`src/rtl/cpu_pkg.sv`:
```
// Shared opcode and state encodings plus instruction field positions
// for the multicycle_cpu core.
package cpu_pkg;

    localparam int IMM_W  = 8;
    localparam int OP_HI  = 15;
    localparam int OP_LO  = 12;
    localparam int RS1_HI = 10;
    localparam int RS1_LO = 8;
    localparam int RS2_HI = 7;
    localparam int RS2_LO = 5;
    localparam int RD_HI  = 4;
    localparam int RD_LO  = 2;

    typedef enum logic [3:0] {
        OP_NOP  = 4'h0,
        OP_ADD  = 4'h1,
        OP_SUB  = 4'h2,
        OP_AND  = 4'h3,
        OP_OR   = 4'h4,
        OP_XOR  = 4'h5,
        OP_LDI  = 4'h6,
        OP_LD   = 4'h7,
        OP_ST   = 4'h8,
        OP_JMP  = 4'h9,
        OP_BEQZ = 4'hA,
        OP_HALT = 4'hF
    } opcode_e;

    typedef enum logic [2:0] {
        ST_FETCH  = 3'd0,
        ST_DECODE = 3'd1,
        ST_EXEC   = 3'd2,
        ST_MEM    = 3'd3,
        ST_WB     = 3'd4,
        ST_HALT   = 3'd5
    } state_e;

    // Opcodes 0xB..0xE are undefined; they are reported and then behave as NOP.
    function automatic logic op_is_legal(input logic [3:0] op);
        logic legal;
        case (op)
            4'hB, 4'hC, 4'hD, 4'hE: legal = 1'b0;
            default:                legal = 1'b1;
        endcase
        return legal;
    endfunction

endpackage

```
`src/rtl/cpu_regfile.sv`:
```
// Register file: NUM_REGS x DATA_W, two asynchronous read ports and one
// synchronous write port, cleared by the asynchronous reset.
module cpu_regfile #(
    parameter int DATA_W   = 8,
    parameter int NUM_REGS = 8
) (
    input  logic              clk,
    input  logic              reset,
    input  logic              we,
    input  logic [2:0]        waddr,
    input  logic [DATA_W-1:0] wdata,
    input  logic [2:0]        raddr_a,
    input  logic [2:0]        raddr_b,
    output logic [DATA_W-1:0] rdata_a,
    output logic [DATA_W-1:0] rdata_b
);

    logic [DATA_W-1:0] regs_r [NUM_REGS];

    // Register storage with write port
    always_ff @(posedge clk or posedge reset) begin
        if (reset) begin
            for (int i = 0; i < NUM_REGS; i++) begin
                regs_r[i] <= '0;
            end
        end else if (we) begin
            regs_r[waddr] <= wdata;
        end
    end

    assign rdata_a = regs_r[raddr_a];
    assign rdata_b = regs_r[raddr_b];

endmodule

```
`src/rtl/multicycle_cpu.sv`:
```
// Multi-cycle CPU core: FETCH/DECODE/EXEC/MEM/WB sequencing with req/ack
// instruction and data memory handshakes, carry flag and halt support.
module multicycle_cpu
    import cpu_pkg::*;
#(
    parameter int DATA_W   = 8,
    parameter int ADDR_W   = 8,
    parameter int NUM_REGS = 8
) (
    input  logic              clk,
    input  logic              reset,
    output logic              imem_req,
    output logic [ADDR_W-1:0] imem_addr,
    input  logic [15:0]       imem_rdata,
    input  logic              imem_ack,
    output logic              dmem_req,
    output logic              dmem_we,
    output logic [ADDR_W-1:0] dmem_addr,
    output logic [DATA_W-1:0] dmem_wdata,
    input  logic [DATA_W-1:0] dmem_rdata,
    input  logic              dmem_ack,
    output logic              carry_flag,
    output logic              retire,
    output logic              illegal_op,
    output logic              halted,
    output logic [ADDR_W-1:0] dbg_pc
);

    state_e            state_r, state_s;
    logic [15:0]       ir_r;
    logic [DATA_W-1:0] a_r, b_r, res_r;
    logic [ADDR_W-1:0] pc_r, npc_r, npc_s;
    logic              cout_r, carry_r, illegal_r;

    logic [3:0]        op_s;
    logic [2:0]        rs1_s, rs2_s, rd_s, rf_waddr_s;
    logic [IMM_W-1:0]  imm_s;
    logic [DATA_W-1:0] rf_a_s, rf_b_s, alu_s;
    logic [DATA_W:0]   sum_s, diff_s;
    logic              alu_c_s, rf_we_s, unused_s;

    assign op_s     = ir_r[OP_HI:OP_LO];
    assign rs1_s    = ir_r[RS1_HI:RS1_LO];
    assign rs2_s    = ir_r[RS2_HI:RS2_LO];
    assign rd_s     = ir_r[RD_HI:RD_LO];
    assign imm_s    = ir_r[IMM_W-1:0];
    assign unused_s = ^{ir_r[11], ir_r[1:0]};

    cpu_regfile #(
        .DATA_W   (DATA_W),
        .NUM_REGS (NUM_REGS)
    ) u_regfile (
        .clk     (clk),
        .reset   (reset),
        .we      (rf_we_s),
        .waddr   (rf_waddr_s),
        .wdata   (res_r),
        .raddr_a (rs1_s),
        .raddr_b (rs2_s),
        .rdata_a (rf_a_s),
        .rdata_b (rf_b_s)
    );

    // ALU; the extra top bit of the SUB difference is the unsigned borrow
    always_comb begin
        sum_s   = {1'b0, a_r} + {1'b0, b_r};
        diff_s  = {1'b0, a_r} - {1'b0, b_r};
        alu_s   = '0;
        alu_c_s = 1'b0;
        case (op_s)
            OP_ADD:  begin alu_s = sum_s[DATA_W-1:0];  alu_c_s = sum_s[DATA_W];  end
            OP_SUB:  begin alu_s = diff_s[DATA_W-1:0]; alu_c_s = diff_s[DATA_W]; end
            OP_AND:  alu_s = a_r & b_r;
            OP_OR:   alu_s = a_r | b_r;
            OP_XOR:  alu_s = a_r ^ b_r;
            OP_LDI:  alu_s = DATA_W'(imm_s);
            default: alu_s = '0;
        endcase
    end

    // Next-PC selection
    always_comb begin
        npc_s = pc_r + ADDR_W'(1'b1);
        if (op_s == OP_JMP) begin
            npc_s = ADDR_W'(imm_s);
        end else if ((op_s == OP_BEQZ) && (a_r == '0)) begin
            npc_s = ADDR_W'(imm_s);
        end else begin
            npc_s = pc_r + ADDR_W'(1'b1);
        end
    end

    // Register write-back control; LDI targets the rs1 field
    always_comb begin
        rf_we_s    = 1'b0;
        rf_waddr_s = rd_s;
        if (state_r == ST_WB) begin
            case (op_s)
                OP_ADD, OP_SUB, OP_AND, OP_OR, OP_XOR, OP_LD: rf_we_s = 1'b1;
                OP_LDI:  begin rf_we_s = 1'b1; rf_waddr_s = rs1_s; end
                default: rf_we_s = 1'b0;
            endcase
        end else begin
            rf_we_s = 1'b0;
        end
    end

    // FSM next-state logic
    always_comb begin
        state_s = state_r;
        case (state_r)
            ST_FETCH:  if (imem_ack) state_s = ST_DECODE; else state_s = ST_FETCH;
            ST_DECODE: state_s = ST_EXEC;
            ST_EXEC: begin
                case (op_s)
                    OP_LD, OP_ST: state_s = ST_MEM;
                    OP_HALT:      state_s = ST_HALT;
                    default:      state_s = ST_WB;
                endcase
            end
            ST_MEM:    if (dmem_ack) state_s = ST_WB; else state_s = ST_MEM;
            ST_WB:     state_s = ST_FETCH;
            ST_HALT:   state_s = ST_HALT;
            default:   state_s = ST_FETCH;
        endcase
    end

    // FSM state register
    always_ff @(posedge clk or posedge reset) begin
        if (reset) begin
            state_r <= ST_FETCH;
        end else begin
            state_r <= state_s;
        end
    end

    // Datapath registers advanced per FSM phase
    always_ff @(posedge clk or posedge reset) begin
        if (reset) begin
            ir_r      <= 16'h0000;
            a_r       <= '0;
            b_r       <= '0;
            res_r     <= '0;
            pc_r      <= '0;
            npc_r     <= '0;
            cout_r    <= 1'b0;
            carry_r   <= 1'b0;
            illegal_r <= 1'b0;
        end else begin
            illegal_r <= 1'b0;
            case (state_r)
                ST_FETCH:  if (imem_ack) ir_r <= imem_rdata;
                ST_DECODE: begin
                    a_r       <= rf_a_s;
                    b_r       <= rf_b_s;
                    illegal_r <= !op_is_legal(op_s);
                end
                ST_EXEC: begin
                    res_r  <= alu_s;
                    cout_r <= alu_c_s;
                    npc_r  <= npc_s;
                end
                ST_MEM:    if (dmem_ack && (op_s == OP_LD)) res_r <= dmem_rdata;
                ST_WB: begin
                    pc_r <= npc_r;
                    if ((op_s == OP_ADD) || (op_s == OP_SUB)) carry_r <= cout_r;
                end
                default: ;
            endcase
        end
    end

    // The FETCH state is the reset state, so the fetch request is masked by reset
    assign imem_req   = (state_r == ST_FETCH) && !reset;
    assign imem_addr  = pc_r;
    assign dmem_req   = (state_r == ST_MEM);
    assign dmem_we    = (state_r == ST_MEM) && (op_s == OP_ST);
    assign dmem_addr  = ADDR_W'(a_r);
    assign dmem_wdata = b_r;
    assign carry_flag = carry_r;
    assign retire     = (state_r == ST_WB);
    assign illegal_op = illegal_r;
    assign halted     = (state_r == ST_HALT);
    assign dbg_pc     = pc_r;

endmodule

```
`config.mk`:
```
export PLATFORM = sky130hd
export DESIGN_NAME = multicycle_cpu
export DESIGN_NICKNAME = d
export VERILOG_FILES = /design/src/rtl/cpu_pkg.sv /design/src/rtl/cpu_regfile.sv /design/src/rtl/multicycle_cpu.sv
export SDC_FILE = /design/constraint.sdc
export NUM_CORES = 1
export LEC_CHECK = 0
export BUFFER_PORTS_ARGS = -buffer_cell sky130_fd_sc_hd__buf_2
export CORE_UTILIZATION = 55
export DETAILED_ROUTE_END_ITERATION = 8
export GPL_TIMING_DRIVEN = 0
export PLACE_DENSITY = 0.88
export SKIP_LAST_GASP = 1
export SLEW_MARGIN = 25
export SYNTH_ARGS = -nofsm -noshare
export SYNTH_HDL_FRONTEND = slang
export SYNTH_SLANG_ARGS = --single-unit
```
`constraint.sdc`:
```
create_clock -name clk -period 4.7 [get_ports clk]
set_clock_uncertainty 0.2 [all_clocks]
set_input_delay 0.94 -clock clk [delete_from_list [all_inputs] [get_ports clk]]
set_output_delay 0.94 -clock clk [all_outputs]
set_load 0.02 [all_outputs]
```
After elaboration in Yosys (flattened, before gate mapping). Index checks and enable logic that the tools add are counted.

Add/subtract/negate cells: 3. Order comparisons: 4. Reductions and logical operators: 17. Bitwise operators: 6. Multiplexer cells: 26. Equality and inequality tests: 21.

Operators by type and width (number): $bwmux 64 (1); $mux 8 (8); $bmux 8 s3 (2); $pmux 8 s6 (1); $eq 4x4->1 const B (8); $demux 8 s3 (1); $eq 4x3->1 const B (4); $pmux 8 s2 (1); $pmux 3 s5 (1); $ge 4x4->1 const B (3); $not 3->4 (3); $add 8x8->9 (1); $mux 3 (3); $sub 8x8->9 (1); $add 8x1->8 const B (1); $and 8x8->8 (1); $eq 4x2->1 const B (2); $logic_not 8->1 (1); $or 8x8->8 (1); $xor 8x8->8 (1); $reduce_or 7->1 (1); $eq 3x2->1 const B (2); $eq 3x3->1 const B (2); $mux 1 (6); other kinds (14) (21).

Output and inout port bits: 39. Input port bits: 28. Register bits after elaboration: 126. Logic and storage cells: 95.

Logic depth before layout (Yosys ltp). Gate-level depths: netlist of run 1.

Word-level depth: 9. Gate-level depth with buffers: 8. Depth with buffers taken out: 8.

Modules after synthesis. Synthesis of run 1 repeated with hierarchy kept, for this count alone.

Cell total of the unflattened synthesis: 648. Area, all modules: 7624.8 um^2.

By module, submodules not included: multicycle_cpu (seq. area each 1526.5 um^2, instances 1, area an instance 4081.4 um^2, cells each 446); cpu_regfile (seq. area each 1601.5 um^2, instances 1, area an instance 3543.4 um^2, cells each 202).

Least setup slack after synthesis of run 1. Ideal clock, no wire load.

Kind: input to output. Start: input port reset. End: output port imem_req. Arrival: 1.567 ns. Setup slack: 1.993 ns. Path buffers: 0. Required time: 3.560 ns. Stages on the path: 1. Cell sequence: nor4_1.

Word-level cells in the longest chain between the ends: 2.

RTL lines: from (decl) (RTL line multicycle_cpu.sv:11) `input logic reset,`; $logic_not 1->1 (RTL line multicycle_cpu.sv:174) `assign imem_req = (state_r == ST_FETCH) && !reset;`; $logic_and 1x1->1 (RTL line multicycle_cpu.sv:174); to (decl) (RTL line multicycle_cpu.sv:12) `output logic imem_req,`.

No other way between the ends.

Worst setup path in the final report of run 1.
Start: register state_r[1]. End: output port retire.

Word-level cells in the longest chain between the ends: 1.

RTL lines: from (decl) (RTL line multicycle_cpu.sv:29) `state_e state_r, state_s;`; from (signal assigned) (RTL line multicycle_cpu.sv:133) `state_r <= state_s;`; $eq 3x3->1 (RTL line multicycle_cpu.sv:181) `assign retire = (state_r == ST_WB);`; to (decl) (RTL line multicycle_cpu.sv:23) `output logic retire,`.

No other way between the ends.

==> results_dict.tcl, run 1 <==
set metrics [dict create \
    r2r-start "dmem_addr[4]" \
    crit_slowest_cell "nor3b_2" \
    final_cell_mix "125 x dfrtp_1, 77 x mux2_2, 77 x buf_2" \
    crit_arrival_ps 2250 \
    vias 5897 \
    drive_gt1_share_pct 35.56 \
    whs_ps 292.0 \
    ctsHoldBuffers 0 \
    cts.repair.resized 0 \
    rsz0062_at_grt "no" \
    globalRouteTotalUtil_pct 30.14 \
    first_global_vias 6011 \
    relSlewSlack_pct 27.59 \
    synth-seq-cells 125 \
    avgViaCountPerCell 6.382 \
    grt_max_degree 82 \
    max_freq_ghz 0.2952 \
    p_per_area_mw_per_mm2 798.5 \
    report.final.slew_viol_count 0 \
    required_ps 3560 \
    cp-start-kind "flop" \
    die_area_mm2 0.01428 \
    crit_chain "nor3b_2 -> clkbuf_1 -> buf_2" \
    route.detailed.drc 0 \
    min_from "npc_r[5]" \
    diodes 0 \
    syn2layout_area_growth_pct 16.21 \
    core.rowCount 42 \
    numCtsBuffers 17 \
    clock_latency_ps 430 \
    slowest_delay_ps 590 \
    worstHoldPathCells 2 \
    cts_buffer_depth 2 \
    die_x_um 119.5 \
    path_max_fanout 10 \
    die_h_um 119.5 \
    dp_cells 892 \
    p_leak_nw 4.122 \
    cts_root_buf "clkbuf_16" \
    antenna_found_initial 0 \
    fin_cells 924 \
    yosys.area.top_type_share_pct 41.19 \
    synth_area_per_cell_um2 11.68 \
    holdPathEnd "npc_r[5]" \
    setup_tns_ps 0 \
    yosysTopAreaCell "dfrtp_1" \
    criticalPathCategory "flop to output pin" \
    tritoncts "yes" \
    core_mm2 0.01335 \
    port-buffer-count 65 \
    vdd_drop_max_mv 0.3460 \
    cap_violations 0 \
    yosysSeqAreaShare_pct 41.19 \
    grt_pass1_wl_um 32240 \
    wl_per_cell_um 22.30 \
    ys.flop_type "dfrtp_1" \
    synth.area.top_cells "dfrtp_1 41%, mux2_2 11%, mux4_2 9.5%" \
    synthCells 650 \
    worstMarginPinSlew_ps 1078 \
    r2r_cells 8 \
    fin_area_mm2 0.008826 \
    fin_crit_sh_pct 72.08 \
    total_power_mw 7.048 \
    fin_crit_ps 3388 \
    crit_path_end_kind "output pin" \
    h-tree-depth 4 \
    timing.rr.end "res_r[5]" \
    clk_pin_slew_ps 60 \
    setup_viol 0 \
    fin_nets 791 \
    synth_area_mm2 0.007595 \
    dpl_cell_area_mm2 0.008194 \
    netlist-cell-type-count 73 \
    start_util_pct 56.90 \
    antenna_left 0 \
    firstDrtPassIters 6 \
    yosysWarnings 0 \
    async_flop_share_pct 100.0 \
    routed_wl_um 20610 \
    layout_commonest_cell "dfrtp_1" \
    synth-edff-count 0 \
    outcome "finished clean" \
    overflow 0 \
    drtIter0Drc 616 \
    hold_viol 0 \
    gpl.final_weighted_congestion 0.9447 \
    cts_sinks 125 \
    ios 67 \
    dpl.hpwl_um 14240 \
    hold_path_class "flop to flop" \
    cts_setup_buffers 0 \
    regToRegSetupSlack_ps 1760 \
    synth_fp_nets 706 \
]
state kept, by name, summed over array words and instances (netlist names), 3 cells and up:
register	count
dbg_pc	8
dmem_wdata	8
res_r	8
npc_r	8
ir_r	15
dmem_addr	8
u_regfile.regs_r	64
state_r	3
power breakdown:
part / switching [mW] / total [mW] / internal (mW) / leakage (nW)
Combinational: 2.01 / 3.56 / 1.56 / 2.19
Sequential: 0.534 / 2.07 / 1.53 / 1.63
Clock: 0.510 / 1.42 / 0.907 / 0.305
Total: 3.05 / 7.05 / 4.00 / 4.12
cell usage after synthesis (14+ instances only):
library cell and n:
mux2i_1 27, a21oi_1 29, mux2_2 77, nor2_1 35, ha_1 26, a31oi_1 14
inv_1 27, clkbuf_1 20, dfrtp_1 125, mux4_2 32, o21ai_0 21, nand2_1 30
critical path: cells and delay by family (launching register included):
kind	cells	cell delay [ps]
simple gates	1	590
buf+inv	2	790
flops	1	450
metal layers:
metal	GRT usage [%]	part of all wire, %	up-vias	wire (um)
li1	-	-	2568	-
met1	36.91	40	3024	8263
met2	50.04	51	232	10480
met3	6.179	5.2	73	1068
met4	16.41	3.8	0	790
met5	0	0	-	0
through the flow:
| step | utilization (%) | setup slack, ps |
|---|---|---|
| after CTS | 66.12 | 1341 |
| after global placement | 60.99 | -892.9 |
| after global routing | 66.12 | 1236 |
| final | 66.12 | 1312 |
| after detailed placement | 61.39 | 1798 |
| after floorplan | - | 232.4 |
worst max path at each step:
stage	from	end	slack [ps]	cells past startpoint
floorplan	reset	carry_flag	230	1
global placement	reset	u_regfile.regs_r[15]	-890	2
detailed placement	state_r[1]	retire	1800	3
CTS	state_r[1]	retire	1340	3
global route	state_r[0]	dmem_we	1240	5
finish	state_r[1]	retire	1310	3
layout make-up:
| type | count | area [um2] |
|---|---|---|
| buffer | 50 | 279.0 |
| clock buffer | 20 | 446.7 |
| clock inverter | 12 | 185.2 |
| fill | 945 | 4522 |
| inverter | 28 | 110.1 |
| multi-input combinational | 447 | 4104 |
| sequential | 125 | 3128 |
| tap | 176 | 220.2 |
| timing repair buffer | 66 | 352.8 |
cell families (layout without fill, tap and decap cells):
group                    count (synthesis)  in the layout  share of synthesized area, %
flip-flops                             125            125                         41.19
AO/OA/AOI/OAI                          116            116                         9.835
adder cells (fa/ha/maj)                 28             28                         4.811
multiplexers                           147            147                         26.74
XOR/XNOR                                 9              9                         1.038
buffers and inverters                   78            176                         5.058
AND/OR/NAND/NOR                        147            147                         11.33
No activity file was read; power rests on OpenSTA's default activity.
==> inputs of run 2 (changes only) <==
==> constraint.sdc (replaced) <==
create_clock -name clk -period 2.8 [get_ports clk]
set_clock_uncertainty 0.2 [all_clocks]
set_input_delay 0.56 -clock clk [delete_from_list [all_inputs] [get_ports clk]]
set_output_delay 0.56 -clock clk [all_outputs]
set_load 0.02 [all_outputs]
==> run 2 against run 1 <==
Effect of this change:
- clock-buffer cell count shrank 1
- combinational power grew 69%
- non-clock buffer count grew 5
- clock power grew 60%
- via count grew 1.1%
- final cell count grew 0.43%
- final area grew 0.78%
- total power grew 67%
- wire length shrank 0.86%
- largest power group unchanged
==> results_dict.tcl, run 2 (synthesis gave the netlist of run 1 again) <==
set metrics [dict create \
    antenna_left 0 \
    grt_pass1_wl_um 32640 \
    dpl.hpwl_um 14640 \
    drive_gt1_share_pct 36.44 \
    h-tree-depth 4 \
    p_switching_mw 5.117 \
    routed_wl_um 20430 \
    overflow 0 \
    gpl.final_weighted_congestion 0.9136 \
    met3WireLength_um 1288 \
    diodes 0 \
    timing.rr.end "res_r[6]" \
    regToRegSetupSlack_ps 150 \
    clkPwrFrac_pct 19.3 \
    rsz0062_at_grt "yes" \
    path_max_fanout 10 \
    required_ps 2040 \
    cap_violations 0 \
    hold_path_class "input port to flop" \
    total_power_mw 11.77 \
    worstMarginPinSlew_ps 766.3 \
    cts_buffer_depth 2 \
    combPwrFrac_pct 51.0 \
    wl_met2_um 10490 \
    relSlewSlack_pct 48.70 \
    route.detailed.drc 0 \
    final_cell_mix "125 x dfrtp_1, 78 x buf_2, 77 x mux2_2" \
    drtIter0Drc 676 \
    cts_root_buf "clkbuf_16" \
    top_register "u_regfile.regs_r" \
    hold_viol 0 \
    tritoncts "yes" \
    cts_sinks 125 \
    crit_arrival_ps 2020 \
    port-buffer-count 65 \
    fin_nets 796 \
    vias 5959 \
    nFillCells 943 \
    min_from "imem_rdata[12]" \
    criticalPathCategory "flop to output pin" \
    die_area_mm2 0.01428 \
    r2r_cells 8 \
    first_global_vias 6128 \
    grt_max_degree 36 \
    wl_per_cell_um 22.01 \
    layout_commonest_cell "dfrtp_1" \
    fin_util_pct 66.64 \
    report.final.slew_viol_count 0 \
    r2r-start "dmem_addr[0]" \
    start_util_pct 56.90 \
    seqPwrFrac_pct 29.7 \
    core.rowCount 42 \
    seqCellArea_mm2 0.003128 \
    vdd_drop_max_mv 0.6271 \
    globalRouteTotalUtil_pct 30.14 \
    core_mm2 0.01335 \
    wl_met1_um 7855 \
    largest_registers "u_regfile.regs_r (64), ir_r (15)" \
    clk_pin_slew_ps 60 \
    worstHoldPathCells 2 \
    ios 67 \
    fin_crit_sh_pct 99.42 \
    die_h_um 119.5 \
    firstDrtPassIters 6 \
    crit_path_end_kind "output pin" \
    die_x_um 119.5 \
    setup_viol 0 \
    syn2layout_area_growth_pct 17.12 \
    largest_reg_flops 64 \
    cp-start-kind "flop" \
    multi_input_comb_area_mm2 0.004128 \
    sw_frac_of_total_pct 43.47 \
    outcome "finished clean" \
    max_freq_ghz 0.3592 \
    holdPathEnd "ir_r[12]" \
    p_leak_nw 4.151 \
    fin_crit_ps 2784 \
    p_int_mw 6.654 \
    avgViaCountPerCell 6.421 \
    clock_latency_ps 420 \
    numCtsBuffers 17 \
    p_per_area_mw_per_mm2 1323 \
    routed.top_layer "met4" \
    antenna_found_initial 0 \
]
-- run 2: changes by cell type in the layout (fill, tap and decap cells not counted), sizes merged --
cell,previous run,this run
dlygate4sd3,0,1
clkbuf,41,40
bufinv,4,3
buf,95,99
clkinv,6,5
clkinvlp,1,3
-- run 2: timing repair --
item	CTS	global route
hold endpoints to repair	7	0
gates cloned	0	0
resized for setup	4	4
pin swaps	0	0
setup buffers	0	0
hold buffers	1	0
endpoints found under the setup margin	4	8
-- run 2: how the worst max path moves through the flow --
stage               cells after the start          from                   end  slack, ps
floorplan                               8  dmem_addr[4]              res_r[5]        340
global placement                        2         reset  u_regfile.regs_r[15]       -200
detailed placement                      8  dmem_addr[4]              res_r[5]          4
CTS                                     5    state_r[0]               dmem_we        -30
global route                            5    state_r[0]               dmem_we        -40
finish                                  5    state_r[0]               dmem_we         20
-- run 2: stage by stage --
stage / setup slack (ps) / instances / setup TNS, ps / hold WS [ps] / cell area, um2
2_1_floorplan: 335.1 / 650 / 0 / 244.4 / 7599
3_3_place_gp: -195.3 / 891 / -23010 / 257.5 / 8144
3_5_place_dp: 3.878 / 896 / 0 / 266.8 / 8250
4_1_cts: -31.16 / 928 / -31.16 / 154.9 / 8876
5_1_grt: -41.89 / 928 / -41.89 / 157.3 / 8895
6_report: 16.23 / 928 / 0 / 173.4 / 8895
-- run 2: routing by layer --
layer / vias to the layer above / global-route usage (%)
met5: - / 0
li1: 2575 / -
met3: 84 / 6.274
met2: 269 / 50.54
met1: 3031 / 36.74
met4: 0 / 15.63
-- run 2: cell type report --
cell class                 count  share of cell area [%]
buffer                        50                   3.193
clock buffer                  19                   4.980
clock inverter                12                   1.829
inverter                      28                   1.224
multi-input combinational    447                   46.41
sequential                   125                   35.17
tap                          176                   2.476
timing repair buffer          71                   4.726
-- run 2: worst max-delay path, stage by stage, from the launching register on --
cell and delay, ps:
dfrtp_1 410, buf_2 250, and3b_1 330, clkbuf_4 290, and3_1 170, buf_2 150
-- run 2: power by group through the flow --
stage | Sequential [mW] | Combinational [mW] | Clock (mW)
3_5_place_dp | 3.46 | 5.80 | 0
4_1_cts | 3.45 | 5.90 | 2.29
6_report | 3.50 | 6.00 | 2.27
5_1_grt | 3.60 | 6.45 | 2.38
3_3_place_gp | 3.34 | 5.54 | 0
2_1_floorplan | 3.36 | 4.18 | 0
